## src/rtl/pipeline_pkg.sv

```systemverilog
// Shared types for the memory/writeback half of the RV32I pipeline.
// Timeout support is enabled with MEM_TIMEOUT_EN.
package pipeline_pkg;

  typedef enum logic [1:0] {
    RES_ALU = 2'b00,
    RES_MEM = 2'b01,
    RES_PC4 = 2'b10
  } result_src_t;

  localparam logic [2:0] F3_B  = 3'b000;
  localparam logic [2:0] F3_H  = 3'b001;
  localparam logic [2:0] F3_W  = 3'b010;
  localparam logic [2:0] F3_BU = 3'b100;
  localparam logic [2:0] F3_HU = 3'b101;

  typedef logic [0:0] mwb_state_t;

  localparam mwb_state_t S_IDLE = 1'b0;
  localparam mwb_state_t S_WAIT = 1'b1;

endpackage

```

## src/rtl/memory_writeback_stage_align.sv

```systemverilog
// Byte-lane steering: store replicate/enables and load extract/extend.
// Purely combinational, shared by the M and W sides of the stage.
module load_store_align
  import pipeline_pkg::*;
#(
  parameter int D_WIDTH = 32
) (
  input  logic [2:0]         st_funct3,
  input  logic [1:0]         st_off,
  input  logic [D_WIDTH-1:0] st_data,
  output logic [D_WIDTH-1:0] st_wdata,
  output logic [3:0]         st_be,
  input  logic [2:0]         ld_funct3,
  input  logic [1:0]         ld_off,
  input  logic [D_WIDTH-1:0] ld_rdata,
  output logic [D_WIDTH-1:0] ld_data
);

  logic [D_WIDTH-1:0] shifted;

  always_comb begin
    st_wdata = st_data;
    st_be    = 4'b1111;
    case (st_funct3[1:0])
      2'b00: begin
        st_wdata = {(D_WIDTH/8){st_data[7:0]}};
        st_be    = 4'b0001 << st_off;
      end
      2'b01: begin
        st_wdata = {(D_WIDTH/16){st_data[15:0]}};
        st_be    = st_off[1] ? 4'b1100 : 4'b0011;
      end
      default: begin
        st_wdata = st_data;
        st_be    = 4'b1111;
      end
    endcase
  end

  // Lane select comes from the low address bits; misalignment is not trapped
  always_comb begin
    shifted = ld_rdata >> {ld_off, 3'b000};
    ld_data = ld_rdata;
    case (ld_funct3)
      F3_B:  ld_data = {{(D_WIDTH-8){shifted[7]}}, shifted[7:0]};
      F3_H:  ld_data = {{(D_WIDTH-16){shifted[15]}}, shifted[15:0]};
      F3_BU: ld_data = {{(D_WIDTH-8){1'b0}}, shifted[7:0]};
      F3_HU: ld_data = {{(D_WIDTH-16){1'b0}}, shifted[15:0]};
      default: ld_data = ld_rdata;
    endcase
  end

endmodule

```

## src/rtl/memory_writeback_stage.sv

```systemverilog
// Memory + writeback stage: data-memory handshake, M->W register, RF write port.
// Define MEM_TIMEOUT_EN to bound each access to TIMEOUT_CYC wait cycles.
module memory_writeback_stage
  import pipeline_pkg::*;
#(
  parameter int D_WIDTH     = 32,
  parameter int A_WIDTH     = 5,
  parameter int TIMEOUT_CYC = 64
) (
  input  logic               clk,
  input  logic               rst_n,
  input  logic               ValidM,
  input  logic               RegWriteM,
  input  logic [1:0]         ResultSrcM,
  input  logic               MemWriteM,
  input  logic [2:0]         Funct3M,
  input  logic [D_WIDTH-1:0] ALUResultM,
  input  logic [D_WIDTH-1:0] WriteDataM,
  input  logic [A_WIDTH-1:0] RdM,
  input  logic [D_WIDTH-1:0] PCplus4M,
  output logic               mem_req,
  output logic               mem_we,
  output logic [D_WIDTH-1:0] mem_addr,
  output logic [D_WIDTH-1:0] mem_wdata,
  output logic [3:0]         mem_be,
  input  logic [D_WIDTH-1:0] mem_rdata,
  input  logic               mem_ready,
  output logic               StallM,
  output logic               mem_err,
  output logic               WE3,
  output logic [A_WIDTH-1:0] A3,
  output logic [D_WIDTH-1:0] WD3,
  output logic [31:0]        instret
);

  mwb_state_t state_q, state_d;

  logic access_m;
  logic done_m;
  logic timeout_m;

  logic               valid_w_q, valid_w_d;
  logic               regwrite_w_q, regwrite_w_d;
  logic [1:0]         result_src_w_q, result_src_w_d;
  logic [A_WIDTH-1:0] rd_w_q, rd_w_d;
  logic [D_WIDTH-1:0] alu_w_q, alu_w_d;
  logic [D_WIDTH-1:0] pc4_w_q, pc4_w_d;
  logic [D_WIDTH-1:0] load_data_w_q, load_data_w_d;
  logic [2:0]         funct3_w_q, funct3_w_d;
  logic [31:0]        instret_q, instret_d;
  logic [D_WIDTH-1:0] ld_ext_w;

`ifdef MEM_TIMEOUT_EN
  localparam int CW = $clog2(TIMEOUT_CYC + 1);

  logic [CW-1:0] wait_cnt_q, wait_cnt_d;

  always_comb begin
    timeout_m = (state_q == S_WAIT)
              && (wait_cnt_q == CW'(TIMEOUT_CYC - 1))
              && !mem_ready;
    wait_cnt_d = '0;
    if (state_q == S_WAIT && StallM)
      wait_cnt_d = wait_cnt_q + 1'b1;
  end

  always_ff @(posedge clk) begin
    if (!rst_n) wait_cnt_q <= '0;
    else        wait_cnt_q <= wait_cnt_d;
  end

  assign mem_err = timeout_m & access_m;
`else
  assign timeout_m = 1'b0;
  assign mem_err   = 1'b0;
`endif

  load_store_align #(
    .D_WIDTH (D_WIDTH)
  ) u_align (
    .st_funct3 (Funct3M),
    .st_off    (ALUResultM[1:0]),
    .st_data   (WriteDataM),
    .st_wdata  (mem_wdata),
    .st_be     (mem_be),
    .ld_funct3 (funct3_w_q),
    .ld_off    (alu_w_q[1:0]),
    .ld_rdata  (load_data_w_q),
    .ld_data   (ld_ext_w)
  );

  always_comb begin
    access_m = ValidM & (MemWriteM | (ResultSrcM == RES_MEM));
    done_m   = access_m & (mem_ready | timeout_m);
    StallM   = access_m & ~done_m;
    state_d  = StallM ? S_WAIT : S_IDLE;

    mem_req  = access_m;
    mem_we   = MemWriteM;
    mem_addr = {ALUResultM[D_WIDTH-1:2], 2'b00};

    // A stalled slot enters W as a bubble; payload fields are don't-care
    valid_w_d      = ValidM & ~StallM;
    regwrite_w_d   = RegWriteM & ~StallM;
    result_src_w_d = ResultSrcM;
    rd_w_d         = RdM;
    alu_w_d        = ALUResultM;
    pc4_w_d        = PCplus4M;
    funct3_w_d     = Funct3M;
    load_data_w_d  = mem_ready ? mem_rdata : '0;

    instret_d = instret_q + {31'b0, valid_w_q};
  end

  always_ff @(posedge clk) begin
    if (!rst_n) begin
      state_q        <= S_IDLE;
      valid_w_q      <= 1'b0;
      regwrite_w_q   <= 1'b0;
      result_src_w_q <= 2'b00;
      rd_w_q         <= '0;
      alu_w_q        <= '0;
      pc4_w_q        <= '0;
      load_data_w_q  <= '0;
      funct3_w_q     <= 3'b000;
      instret_q      <= '0;
    end else begin
      state_q        <= state_d;
      valid_w_q      <= valid_w_d;
      regwrite_w_q   <= regwrite_w_d;
      result_src_w_q <= result_src_w_d;
      rd_w_q         <= rd_w_d;
      alu_w_q        <= alu_w_d;
      pc4_w_q        <= pc4_w_d;
      load_data_w_q  <= load_data_w_d;
      funct3_w_q     <= funct3_w_d;
      instret_q      <= instret_d;
    end
  end

  always_comb begin
    WE3 = valid_w_q & regwrite_w_q & (rd_w_q != '0);
    A3  = rd_w_q;
    case (result_src_w_q)
      RES_ALU: WD3 = alu_w_q;
      RES_MEM: WD3 = ld_ext_w;
      RES_PC4: WD3 = pc4_w_q;
      default: WD3 = '0;
    endcase
    instret = instret_q;
  end

endmodule

```

## config.mk

```make
export PLATFORM = sky130hd
export DESIGN_NAME = memory_writeback_stage
export DESIGN_NICKNAME = d
export VERILOG_FILES = /design/src/rtl/pipeline_pkg.sv /design/src/rtl/memory_writeback_stage_align.sv /design/src/rtl/memory_writeback_stage.sv
export SDC_FILE = /design/constraint.sdc
export NUM_CORES = 1
export LEC_CHECK = 0
export CAP_MARGIN = 10
export CORE_ASPECT_RATIO = 1.75
export CORE_MARGIN = 5
export CORE_UTILIZATION = 25
export CTS_BUF_LIST = sky130_fd_sc_hd__clkbuf_4 sky130_fd_sc_hd__clkbuf_8
export CTS_CLUSTER_SIZE = 30
export DETAILED_ROUTE_END_ITERATION = 6
export GPL_TIMING_DRIVEN = 0
export HOLD_SLACK_MARGIN = 0.05
export SETUP_SLACK_MARGIN = 0.3
export SYNTH_ARGS = -nofsm -noshare
export SYNTH_HDL_FRONTEND = slang
export SYNTH_SLANG_ARGS = --single-unit
```

## constraint.sdc

```tcl
create_clock -name clk -period 2.7 [get_ports clk]
set_input_delay 0.675 -clock clk [delete_from_list [all_inputs] [get_ports clk]]
set_output_delay 0.675 -clock clk [all_outputs]
set_load 0.05 [all_outputs]
```

==> results.py, run 1 <==
metrics = {
    "pwr": {
        "power.total_w": 0.005190,
        "p_leak_nw": 4.657,
        "irDropWorstVdd_v": 0.0002330,
        "pwr_density_cell_nw_per_um2": 463.0,
    },
    "sta": {
        "tns_ps": -3581,
        "worst_pin_slew_ps": 1032,
        "final_hold_viol_count": 0,
        "slew_headroom_pct": 31.23,
        "period_share_pct": 106.6,
        "rsz0062_at_grt": "yes",
        "slew_violations": 0,
        "fmax_ghz": 0.3474,
        "finalSetupViolations": 30,
        "post-route-min-period_ps": 2879,
        "skew_ps": 8.615,
        "finalWorstSetupSlack_ps": -178.9,
    },
    "grt": {
        "grt_max_degree": 17,
        "antenna_found_initial": 8,
        "grt_pass1_vias": 6534,
        "grt_overflow": 0,
        "track_usage_pct": 17.72,
        "grt_pass1_wl_mm": 38.78,
    },
    "floorplan": {
        "row_count": 77,
        "core-area_um2": 25340,
        "start_util_pct": 25.32,
        "die_area_um2": 29090,
        "io-pin-count": 286,
        "die_y_um": 221.9,
        "fp.dieW_um": 131.1,
    },
    "routing": {
        "drc": 0,
        "drt-initial-drc-count": 124,
        "postRouteAntennaNets": 0,
        "wl_mm": 25.81,
        "avgRoutedWirePerCell_um": 19.25,
        "vias": 6194,
        "drt_pass1_iterations": 5,
        "drt-vias-per-instance": 4.619,
    },
    "setup_path": {
        "end_kind": "output pin",
        "crit_path_top_delay_cell": "mux4_2",
        "path_cells": "mux4_2, mux2i_4, buf_12, clkbuf_16, o221ai_4, buf_6",
        "start_kind": "register",
        "cp.required_ps": 2030,
        "path_class": "register to output pin",
        "crit_fanout": 8,
        "crit_arrival_ps": 2200,
        "max_stage_delay_ps": 560,
    },
    "logic_synthesis": {
        "synth_cell_types": 44,
        "synth_area_um2": 6415,
        "netlist_instances": 680,
        "ys.flop_type": "dfxtp_1",
        "avgSynthCellArea_um2": 9.434,
        "yosysTopAreaCell": "dfxtp_1",
        "synth_common_cells": "140 x dfxtp_1, 79 x and2_1, 46 x mux2i_1",
        "synth_edf_count": 0,
        "synth_most_common_cell": "dfxtp_1",
        "yosys_warnings": 0,
        "yosys.area.top_type_share_pct": 43.69,
        "async_reset_ff_share_pct": 0,
        "synth-seq-cells": 140,
        "synthTopCellsByArea": "dfxtp_1 44%, and2_1 7.7%, mux2i_1 7.2%",
        "ys_seq_area_share_pct": 43.69,
    },
    "cells_and_area": {
        "fillers": 2496,
        "drive_gt1_share_pct": 33.46,
        "area_growth_pct": 74.76,
        "fin_area_um2": 11210,
        "layout.nets": 1157,
    },
    "placed_design": {
        "post_dp_cell_area_um2": 10060,
        "preCtsSetupSlack_ps": -1201,
        "globalplace.congestion": 0.8340,
        "dp_hpwl_mm": 20.46,
        "numPortBuffers": 281,
    },
    "run_status": {
        "outcome": "complete, but fails checks",
        "failed_checks": "setup timing",
    },
    "flow_run": {
        "drv_cap": 0,
    },
    "cts": {
        "tritoncts": "done",
        "clockRootBuffer": "clkbuf_8",
        "insertion_delay_ps": 450,
        "numCtsBuffers": 17,
        "cts_sinks": 140,
        "holdBufCountCts": 0,
        "path_clk_slew_ps": 80,
        "htreeDepth": 4,
        "cts.path.max_buffers": 2,
    },
    "worst_hold_path": {
        "hp-class": "register to register",
    },
}
[cell usage in the layout (no fill, tap or decap), types with 8 or more instances in the layout]
master	Yosys	routed
o21ai_2	0	8
clkdlybuf4s50_1	0	146
dlygate4sd2_1	0	20
buf_6	3	51
dlymetal6s2s_1	0	12
nor2_1	30	26
nand3_1	10	10
dfxtp_1	140	138
buf_2	8	17
clkbuf_2	0	8
clkdlybuf4s15_2	0	37
o32ai_4	0	8
o221ai_4	0	11
mux2i_1	46	35
a21oi_1	29	14
mux2_2	16	16
a21oi_2	0	15
mux2i_2	0	8
nand2_1	40	40
nor2b_1	10	9
xor2_1	10	10
clkbuf_1	35	18
and4_1	9	9
buf_4	44	74
and3_1	34	34
and2_1	79	79
clkbuf_8	0	21
o221ai_2	0	12
[what timing repair did]
action / 4_1_cts / 5_1_grt
pin swaps: 16 / 15
buffers inserted: 20 / 6
setup endpoints to repair: 118 / 64
gates resized for setup: 635 / 59
cloned: 0 / 3
[cells by family (layout without fill, tap and decap cells)]
group | after synthesis | after routing | synth area share, %
and+or+nand+nor | 247 | 247 | 22.08
DFF | 140 | 140 | 43.69
AOI/OAI and AO/OA | 113 | 113 | 12.46
buffers and inverters | 101 | 441 | 8.992
muxes | 64 | 64 | 10.69
xor gates and xnor gates | 12 | 12 | 1.638
adders and majority gates | 2 | 2 | 0.3900
other | 1 | 6 | 0.05846
[stage by stage]
stage	utilization, %	hold WS [ps]	instances
final	44.24	491.4	1341
after detailed placement	39.70	479.9	1279
after CTS	43.23	493.9	1329
after global routing	44.24	529.9	1341
after floorplan	-	545.6	682
after global placement	39.70	468.6	1279
[worst max-delay path: cells and delay by family (launching register included)]
kind | cells | cell delay [ps]
DFF | 1 | 380
muxes | 2 | 750
AOI/OAI and AO/OA | 1 | 100
buffers and inverters | 3 | 520
[metal layers]
layer  vias up  track usage, %  wire (um)
met4        10           6.443        651
met3        43           5.762       1862
met1      2923           17.23       8499
li1       3029               -          -
met2       189           33.62      14720
met5         -               0         75
[final timing paths]
kind | from | endpoint | slack [ps] | cells after the start
worst max register to register | valid_w_q | instret[22] | 580 | 8
worst min-delay path | instret[27] | instret[27] | 490 | 2
worst max-delay path | alu_w_q[1] | WD3[18] | -180 | 6
worst min register to register | instret[27] | instret[27] | 490 | 2
[sequential cells by signal (all words and copies together) (netlist names), 2 cells and up]
signal and cells:
alu_w_q 32, instret 32, funct3_w_q 3, pc4_w_q 32, A3 5, load_data_w_q 32
result_src_w_q 2
[power breakdown]
part           internal (W)  switching [W]  total, W
clock network      0.000636       0.000838   0.00147
registers           0.00215      0.0000408   0.00219
logic              0.000678       0.000853   0.00153
total               0.00346        0.00173   0.00519
[area by class of cell]
type                       instances  area (um^2)  area share (%)
timing repair buffer             310         3138           27.99
clock inverter                    12        77.57          0.6920
buffer                            92        721.9           6.440
inverter                           9        38.79          0.3460
multi-input combinational        441         3776           33.68
clock buffer                      18        247.7           2.210
sequential                       140         2808           25.04
tap                              316        395.4           3.527
antenna                            3        7.507         0.06696
Note: power is estimated with default switching activity, not from simulation.
==> run 2: changes to the inputs <==
--- a/config.mk
+++ b/config.mk
@@ -8,12 +8,13 @@
 export CAP_MARGIN = 10
 export CORE_ASPECT_RATIO = 1.75
 export CORE_MARGIN = 5
-export CORE_UTILIZATION = 25
+export CORE_UTILIZATION = 43
 export CTS_BUF_LIST = sky130_fd_sc_hd__clkbuf_4 sky130_fd_sc_hd__clkbuf_8
 export CTS_CLUSTER_SIZE = 30
 export DETAILED_ROUTE_END_ITERATION = 6
 export GPL_TIMING_DRIVEN = 0
 export HOLD_SLACK_MARGIN = 0.05
+export PLACE_DENSITY = 0.82
 export SETUP_SLACK_MARGIN = 0.3
 export SYNTH_ARGS = -nofsm -noshare
 export SYNTH_HDL_FRONTEND = slang
==> run 2 against run 1 <==
The flow still finishes with violations (setup timing). Sequential share of layout area increased by 0.24 points. Sequential power hardly changed. Clock power increased by 36%. Sequential cell count did not move. Critical path depth rose by 2. Non-clock buffer count is 15 lower. Largest power group unchanged. Register-to-register slack better by 40 ps. Core utilization rose by 31 points. Power up 10%.
==> results.py, run 2 (synthesis gave the netlist of run 1 again) <==
metrics = {
    "setup_path": {
        "path_class": "register to output pin",
        "ff2ff_path_depth": 8,
        "timing.critical_path.mode_cell": "buf_4",
        "crit_fanout": 10,
        "startpoint": "result_src_w_q[1]",
        "r2r_start": "valid_w_q",
        "crit_arrival_ps": 2210,
        "crit_path_top_delay_cell": "dfxtp_1",
        "path_cells": "clkbuf_2, nand2b_4, buf_4, nor2_4, buf_4, nand2_1, o221ai_4, buf_6",
        "cp.required_ps": 2030,
        "end_kind": "output pin",
        "max_stage_delay_ps": 320,
        "start_kind": "register",
    },
    "sta": {
        "slew_violations": 0,
        "hold-worst-slack_ps": 504.3,
        "final_hold_viol_count": 0,
        "post-route-min-period_ps": 2888,
        "slew_headroom_pct": 56.93,
        "period_share_pct": 107.0,
        "finalSetupViolations": 27,
        "fmax_ghz": 0.3462,
        "finalWorstSetupSlack_ps": -188.3,
        "worst_pin_slew_ps": 646.1,
        "skew_ps": 15.65,
        "rsz0062_at_grt": "yes",
    },
    "floorplan": {
        "die_y_um": 171.6,
        "die_area_um2": 17560,
        "row_count": 59,
        "start_util_pct": 43.45,
        "fp.dieW_um": 102.3,
        "core-area_um2": 14760,
        "io-pin-count": 286,
    },
    "routing": {
        "wl_mm": 26.31,
        "postRouteAntennaNets": 0,
        "drt_pass1_iterations": 4,
        "avgRoutedWirePerCell_um": 22.07,
        "drc": 0,
        "vias": 6452,
        "drt-initial-drc-count": 215,
        "drt-vias-per-instance": 5.413,
    },
    "grt": {
        "grt_pass1_wl_mm": 37.64,
        "grt_max_degree": 17,
        "track_usage_pct": 28.49,
        "antenna_found_initial": 1,
        "grt_pass1_vias": 6904,
        "grt_overflow": 0,
    },
    "cts": {
        "clockRootBuffer": "clkbuf_8",
        "numCtsBuffers": 17,
        "htreeDepth": 4,
        "holdBufCountCts": 0,
        "cts.path.max_buffers": 2,
        "tritoncts": "done",
        "insertion_delay_ps": 450,
        "path_clk_slew_ps": 90,
        "cts_sinks": 140,
    },
    "pwr": {
        "p_leak_nw": 4.703,
        "power.total_w": 0.005732,
        "irDropWorstVdd_v": 0.0003328,
        "pwr_density_cell_nw_per_um2": 516.4,
    },
    "cells_and_area": {
        "fin_util_pct": 75.19,
        "antennaDiodeCount": 0,
        "layout_common_cells": "150 x clkdlybuf4s50_1, 139 x dfxtp_1, 79 x and2_1",
        "mostFrequentLayoutCell": "clkdlybuf4s50_1",
        "layout.nets": 1142,
        "area_growth_pct": 73.04,
        "drive_gt1_share_pct": 33.60,
    },
    "run_status": {
        "failed_checks": "setup timing",
        "outcome": "complete, but fails checks",
    },
    "worst_hold_path": {
        "min_path_cells": 2,
        "hp-class": "register to register",
        "hp-start": "instret[27]",
    },
    "placed_design": {
        "numPortBuffers": 281,
        "dp_hpwl_mm": 18.70,
        "globalplace.congestion": 0.9595,
        "preCtsSetupSlack_ps": -1330,
    },
    "flow_run": {
        "drv_cap": 0,
    },
}
run 2: per-layer routing:
| metal | global-route usage [%] | wire length, um | up-vias |
|---|---|---|---|
| met2 | 51.77 | 14280 | 276 |
| li1 | - | - | 3001 |
| met5 | 0 | 7 | - |
| met1 | 28.49 | 8765 | 3090 |
| met3 | 7.873 | 1838 | 83 |
| met4 | 16.05 | 1413 | 2 |
run 2: worst max-delay path, delay by kind of cell (launching register included):
| family | cells | cell delay (ps) |
|---|---|---|
| buffers and inverters | 4 | 790 |
| AND/OR/NAND/NOR | 3 | 530 |
| flip-flops | 1 | 320 |
| AO/OA/AOI/OAI | 1 | 120 |
run 2: worst paths after layout:
check | endpoint | slack (ps)
min reg2reg | instret[27] | 500
max reg2reg | instret[22] | 620
min | instret[27] | 500
max | WD3[17] | -190
run 2: area by class of cell:
type,instances,area (um^2)
plain buffers,92,713.2
clock buffers,20,262.8
clock inverters,12,210.2
fillers,996,3664
inverters,9,38.79
multi-input cells,441,3886
flip-flops and latches,140,2806
well taps,183,229.0
repair buffers,295,2954
run 2: per-stage QoR:
step / TNS [ps] / cell area, um^2 / std cells
after floorplan: 0 / 6852 / 682
after global placement: -51640 / 9893 / 1146
after detailed placement: -52950 / 9893 / 1146
after CTS: -2720 / 10900 / 1188
after global routing: -4978 / 11100 / 1192
final: -2952 / 11100 / 1192
run 2: report_power, final:
| group | leakage, nW | switching (W) | internal (W) | total (W) |
|---|---|---|---|---|
| clock | 0.235 | 0.000846 | 0.00116 | 0.00200 |
| sequential | 1.15 | 0.0000489 | 0.00215 | 0.00219 |
| combinational | 3.31 | 0.000875 | 0.000660 | 0.00153 |
| total | 4.70 | 0.00177 | 0.00396 | 0.00573 |
run 2: repair_timing:
item,in CTS,in global routing
cloned,3,0
endpoints found under the setup margin,112,75
resized for setup,640,61
buffers inserted,7,4
endpoints found under the hold margin,0,0
pin swaps,11,14
